===== src/rtl/ru_data_wr_mux.sv =====
// Register-unit write-back data selector: combinational DataWr plus a registered
// write-back record. Define RUDATAWR_STATS_EN to add per-source usage counters.
module ru_data_wr_mux #(
    parameter int unsigned XLEN       = 32,
    parameter int unsigned REG_ADDR_W = 5
) (
    input  logic                  clk,
    input  logic                  rst,
    input  logic [1:0]            RUDataWrSrc,
    input  logic [XLEN-1:0]       ALURes,
    input  logic [XLEN-1:0]       DataRd,
    input  logic [XLEN-1:0]       PC_with_offset,
    input  logic                  RUWr,
    input  logic [REG_ADDR_W-1:0] rd,
    output logic [XLEN-1:0]       DataWr,
    output logic [XLEN-1:0]       WbData_q,
    output logic [REG_ADDR_W-1:0] WbRd_q,
    output logic                  WbValid_q,
    output logic                  SelErr_q
`ifdef RUDATAWR_STATS_EN
    ,
    output logic [31:0]           CntAlu,
    output logic [31:0]           CntMem,
    output logic [31:0]           CntPc,
    output logic [31:0]           CntRsv
`endif
);

    logic wb_valid_d;
    logic sel_err_d;

    // Reserved and unknown selects both fall to the default arm and yield zero.
    always_comb begin
        DataWr = '0;
        case (RUDataWrSrc)
            2'b00:   DataWr = ALURes;
            2'b01:   DataWr = DataRd;
            2'b10:   DataWr = PC_with_offset;
            default: DataWr = '0;
        endcase
    end

    always_comb begin
        wb_valid_d = RUWr && (rd != '0);
        sel_err_d  = SelErr_q || (RUWr && (RUDataWrSrc == 2'b11));
    end

    always_ff @(posedge clk or posedge rst) begin
        if (rst) begin
            WbData_q  <= '0;
            WbRd_q    <= '0;
            WbValid_q <= 1'b0;
            SelErr_q  <= 1'b0;
        end else begin
            WbData_q  <= DataWr;
            WbRd_q    <= rd;
            WbValid_q <= wb_valid_d;
            SelErr_q  <= sel_err_d;
        end
    end

`ifdef RUDATAWR_STATS_EN
    logic [31:0] cnt_alu_d, cnt_mem_d, cnt_pc_d, cnt_rsv_d;

    // Counters wrap naturally at 32 bits.
    always_comb begin
        cnt_alu_d = CntAlu;
        cnt_mem_d = CntMem;
        cnt_pc_d  = CntPc;
        cnt_rsv_d = CntRsv;
        if (RUWr) begin
            case (RUDataWrSrc)
                2'b00:   cnt_alu_d = CntAlu + 32'd1;
                2'b01:   cnt_mem_d = CntMem + 32'd1;
                2'b10:   cnt_pc_d  = CntPc + 32'd1;
                default: cnt_rsv_d = CntRsv + 32'd1;
            endcase
        end
    end

    always_ff @(posedge clk or posedge rst) begin
        if (rst) begin
            CntAlu <= '0;
            CntMem <= '0;
            CntPc  <= '0;
            CntRsv <= '0;
        end else begin
            CntAlu <= cnt_alu_d;
            CntMem <= cnt_mem_d;
            CntPc  <= cnt_pc_d;
            CntRsv <= cnt_rsv_d;
        end
    end
`endif

endmodule


===== config.mk =====
export PLATFORM = sky130hd
export DESIGN_NAME = ru_data_wr_mux
export DESIGN_NICKNAME = d
export VERILOG_FILES = /design/src/rtl/ru_data_wr_mux.sv
export SDC_FILE = /design/constraint.sdc
export NUM_CORES = 1
export LEC_CHECK = 0
export BUFFER_PORTS_ARGS = -buffer_cell sky130_fd_sc_hd__buf_2
export CORE_UTILIZATION = 30
export DETAILED_ROUTE_END_ITERATION = 8
export PLACE_DENSITY = 0.7
export SYNTH_ARGS = -nofsm -noshare
export SYNTH_HDL_FRONTEND = slang
export SYNTH_SLANG_ARGS = --single-unit

===== constraint.sdc =====
create_clock -name clk -period 1.2 [get_ports clk]
set_input_delay 0 -clock clk [delete_from_list [all_inputs] [get_ports clk]]
set_output_delay 0 -clock clk [all_outputs]
set_load 0.01 [all_outputs]

# Yosys cells after proc, flatten, opt, wreduce, memory -nomap -nowiden
# Index checks and enable logic that the tools add are counted.
totals:
  register_bits: 39
  wordCells: 13
  in_bits: 106
classes:
  n_reduce_logical: 5
  n_eq_ne: 3
  mux: 1
ops:
  columns: ["op", "n"]
  rows:
  - ["$pmux 32 s3", 1]
  - ["$reduce_bool 5->1", 1]
  - ["$eq 2x2->1 const B", 2]
  - ["$eq 2x1->1 const B", 1]
  - ["$logic_and 1x1->1", 2]
  - ["$logic_not 2->1", 1]
  - ["$logic_or 1x1->1", 1]

# Depth between registers and ports, before layout
depth:
  ltp_word: 3
  depth_mapped: 5
  ltp_nobuf: 2

# Least setup slack after synthesis
# OpenSTA, ideal clock, no wires.
synth_timing:
  path_kind: "input to register"
  from: "input RUDataWrSrc[0]"
  to: "register WbData_q[0]"
  required_ps: 1043
  arrival_time_ps: 683
  n_path_buf: 3
  stages: 5
  setup_slack_ps: 360
  cell_sequence: "buf_2 > nor2b_2 > buf_6 > buf_6 > o2bb2ai_1"
synth_via:
  elab_chain_len: 2
  word_cells_on_any_way: 4
  cone_classes: "eq/ne (2); mux (1); reduce/logical (1)"
synth_lines:
  columns: ["element", "line_no", "rtl"]
  rows:
  - ["from (decl)", "9", "input logic [1:0] RUDataWrSrc,"]
  - ["$eq 2x2->1 (tied with other cells)", "35", "case (RUDataWrSrc)"]
  - ["$pmux 32 s3 *", "35", null]
  - ["via DataWr[0]", "15", "output logic [XLEN-1:0] DataWr,"]
  - ["to (signal assigned)", "55", "WbData_q <= DataWr;"]
  - ["to (decl)", "16", "output logic [XLEN-1:0] WbData_q,"]
# The timed path passes the listed nets; every way through them passes the cells marked *.

# Worst setup path in the final report
layout_timing:
  from: "input rd[0]"
  to: "register WbValid_q"
layout_via:
  elab_chain_len: 2
layout_lines:
  columns: ["element", "line_no", "rtl"]
  rows:
  - ["from (decl)", "14", "input logic [REG_ADDR_W-1:0] rd,"]
  - ["$reduce_bool 5->1", "44", "wb_valid_d = RUWr && (rd != '0);"]
  - ["$logic_and 1x1->1", "44", null]
  - ["via wb_valid_d", "29", "logic wb_valid_d;"]
  - ["to (signal assigned)", "57", "WbValid_q <= wb_valid_d;"]
  - ["to (decl)", "18", "output logic WbValid_q,"]
# The timed path passes the listed nets, and every way through them passes these cells.

==> reports/metrics.csv <==
metric;value;unit
outcome;complete, no violations;
cts repair resizes;0;
first-pass GRT wire length;9.63;mm
Initial Util;31.2;%
DRC;0;
min Tclk post-route;1.16;ns
IO Pins;177;
CTS Hold Bufs;39;
final setup violation count;0;
worst-case reg-to-reg path depth;1;
Leak;1.72;nW
ratio of cells with drive above 1 in the final layout;56.7;%
CTS Buffer Depth;2;
DR vias;1882;
DR vias/cell;4.60;
MaxCap Viol Count;0;
Worst R2R End;SelErr_q;
gr ovfl total;0;
Hold Path Cell Cnt;3;
all-layer global routing usage;20.9;%
setup bufs post-CTS;0;
# port buffers;176;
worst relative slew slack;73.7;%
Routed Antenna Nets;0;
Clock Skew;0;ns
Worst-Margin Slew;0.395;ns
most frequent cells in the layout;176 x buf_2, 39 x dfrtp_1, 39 x dlygate4sd3_1, 32 x mux2i_1, 32 x o2bb2ai_1;
worst vdd ir;0.000703;V
Highest Clock Rate;0.863;GHz
RSZ-0062 raised after global routing;false;
Tcrit/Tclk final;96.6;%
# clock sinks;39;
HPWL after DPL;4.11;mm
setup TNS;0;ns
synth warn;0;
Flop pwr share;40.1;%
Die Span X;77.6;µm
drt pass-1 iters;6;
Hold Slack;0.0358;ns
syn nets;226;
n_diodes;0;
largest net degree at the start of global routing;34;
P_int;0.00269;W
origin of the worst setup path;rd[0];
Avg Cell Area, Syn;14.3;µm²
final core area utilization;57.7;%
Clk pin slew, worst setup/hold paths;0.07;ns
Fin. Hold Viols;0;
Num CTS Buffers;5;
CP max FO;2;
Layout area overhead;85.2;%
Critical Path Start Type;input pin;
RD Place Congestion;0.738;
reg2reg start;SelErr_q;
part of the power in the clock network;35.7;%
Crit Path Class;input pin to flip-flop;
routed wire length;6.16;mm
share of the synthesized area in the top cell type;56.9;%
register area share after synthesis;56.9;%
synth top area cells;dfrtp_1 57%, mux2i_1 19%, o2bb2ai_1 16%;
Yosys reg bits;39;
fin. max-slew vios;0;
clock latency on the worst-skew pair;0.28;ns
area of the multi-input gates;633;µm²
die height;77.6;µm
switch share;24.9;%
Die Area;0.00602;mm²
nets;442;
hold crit path type;input pin to flip-flop;
Comb pwr share;24.2;%
CTS tree;done;
pwr/cell area;1130;mW/mm²
Register Area;976;µm²
initial DRC count;68;
Psw;0.000893;W
worst setup path end;WbValid_q;
Post-Syn Area;0.00172;mm²
core area;0.00551;mm²
post-synth top area cell;dfrtp_1;
Root Driver;clkbuf_8;
worst reg2reg setup slack;0.51;ns
commonest non-fill, non-tap cell in the layout;buf_2;
CP arrival;1.34;ns
antenna violations before repair;0;
Avg WL per Cell;15.0;µm
Cell Rows;27;
crit end category;flip-flop;
Post-Syn Instances;120;
Worst Path Required;1.38;ns
H-tree level count;2;
vias in the first global route;2034;
Netlist cell types;12;
fill count;474;
[cell families (layout without fill, tap and decap cells)]
family,count (synthesis),after routing,share of synthesized area [%]
buffers and inverters,13,230,6.20
multiplexers,32,32,18.7
AND/OR/NAND/NOR,2,2,0.948
AO/OA/AOI/OAI,34,34,17.3
flip-flops,39,39,56.9
[stage by stage]
stage	std cells	setup WS [ns]	instance area (µm²)	power [W]
finish	409	0.0407	3180	0.00358
global route	409	0.00881	3180	0.00375
CTS	409	0.0450	3180	0.00361
detailed placement	362	0.278	2650	0.00222
global placement	362	0.303	2650	0.00221
floorplan	120	0.311	1720	0.00182
[synth_stat cells]
library cell	count
a31o_2	1
or4_1	1
buf_6	7
clkbuf_1	3
nor2b_2	1
buf_4	1
dfrtp_1	39
mux2i_1	32
o2bb2ai_1	32
o21a_1	1
inv_1	1
buf_2	1
[state kept, by name, indices dropped and copies added (netlist names)]
register / flops
WbValid_q: 1
WbData_q: 32
WbRd_q: 5
SelErr_q: 1
[cell type report]
cell class / instances / area share, %
clock buffers: 6 / 2.28
clock inverters: 2 / 1.89
inverters: 1 / 0.118
multi-input cells: 68 / 19.9
flip-flops and latches: 39 / 30.7
well taps: 72 / 2.84
repair buffers: 221 / 42.2
[routing by layer]
metal	vias up	wire length (µm)	share of wire [%]	track usage, %
met5	-	0	0	0
met4	0	68	1.1	8.87
met3	8	376	6.1	5.18
met2	102	3390	55	39.3
met1	882	2320	38	21.8
li1	890	-	-	-
[power by group through the flow]
stage | sequential [W] | clock, W | combinational [W]
6_report | 0.00144 | 0.00128 | 0.000866
5_1_grt | 0.00145 | 0.00137 | 0.000933
4_1_cts | 0.00144 | 0.00131 | 0.000859
3_5_place_dp | 0.00146 | 0 | 0.000760
3_3_place_gp | 0.00146 | 0 | 0.000751
2_1_floorplan | 0.00152 | 0 | 0.000294
[worst max-delay path, stage by stage]
cell and delay (ns):
dlygate4sd3_1 0.53, buf_2 0.12, or4_1 0.51, o21a_1 0.18
[how the worst min path moves through the flow]
stage	start	to	slack, ns
after global placement	rst	WbData_q[9]	0.05
after detailed placement	rst	WbData_q[9]	0.05
after global routing	PC_with_offset[19]	WbData_q[19]	0.05
after CTS	ALURes[0]	WbData_q[0]	0.03
final	ALURes[19]	WbData_q[19]	0.04
after floorplan	rd[0]	WbRd_q[0]	0.03
Power figures use the tool's default switching activity.
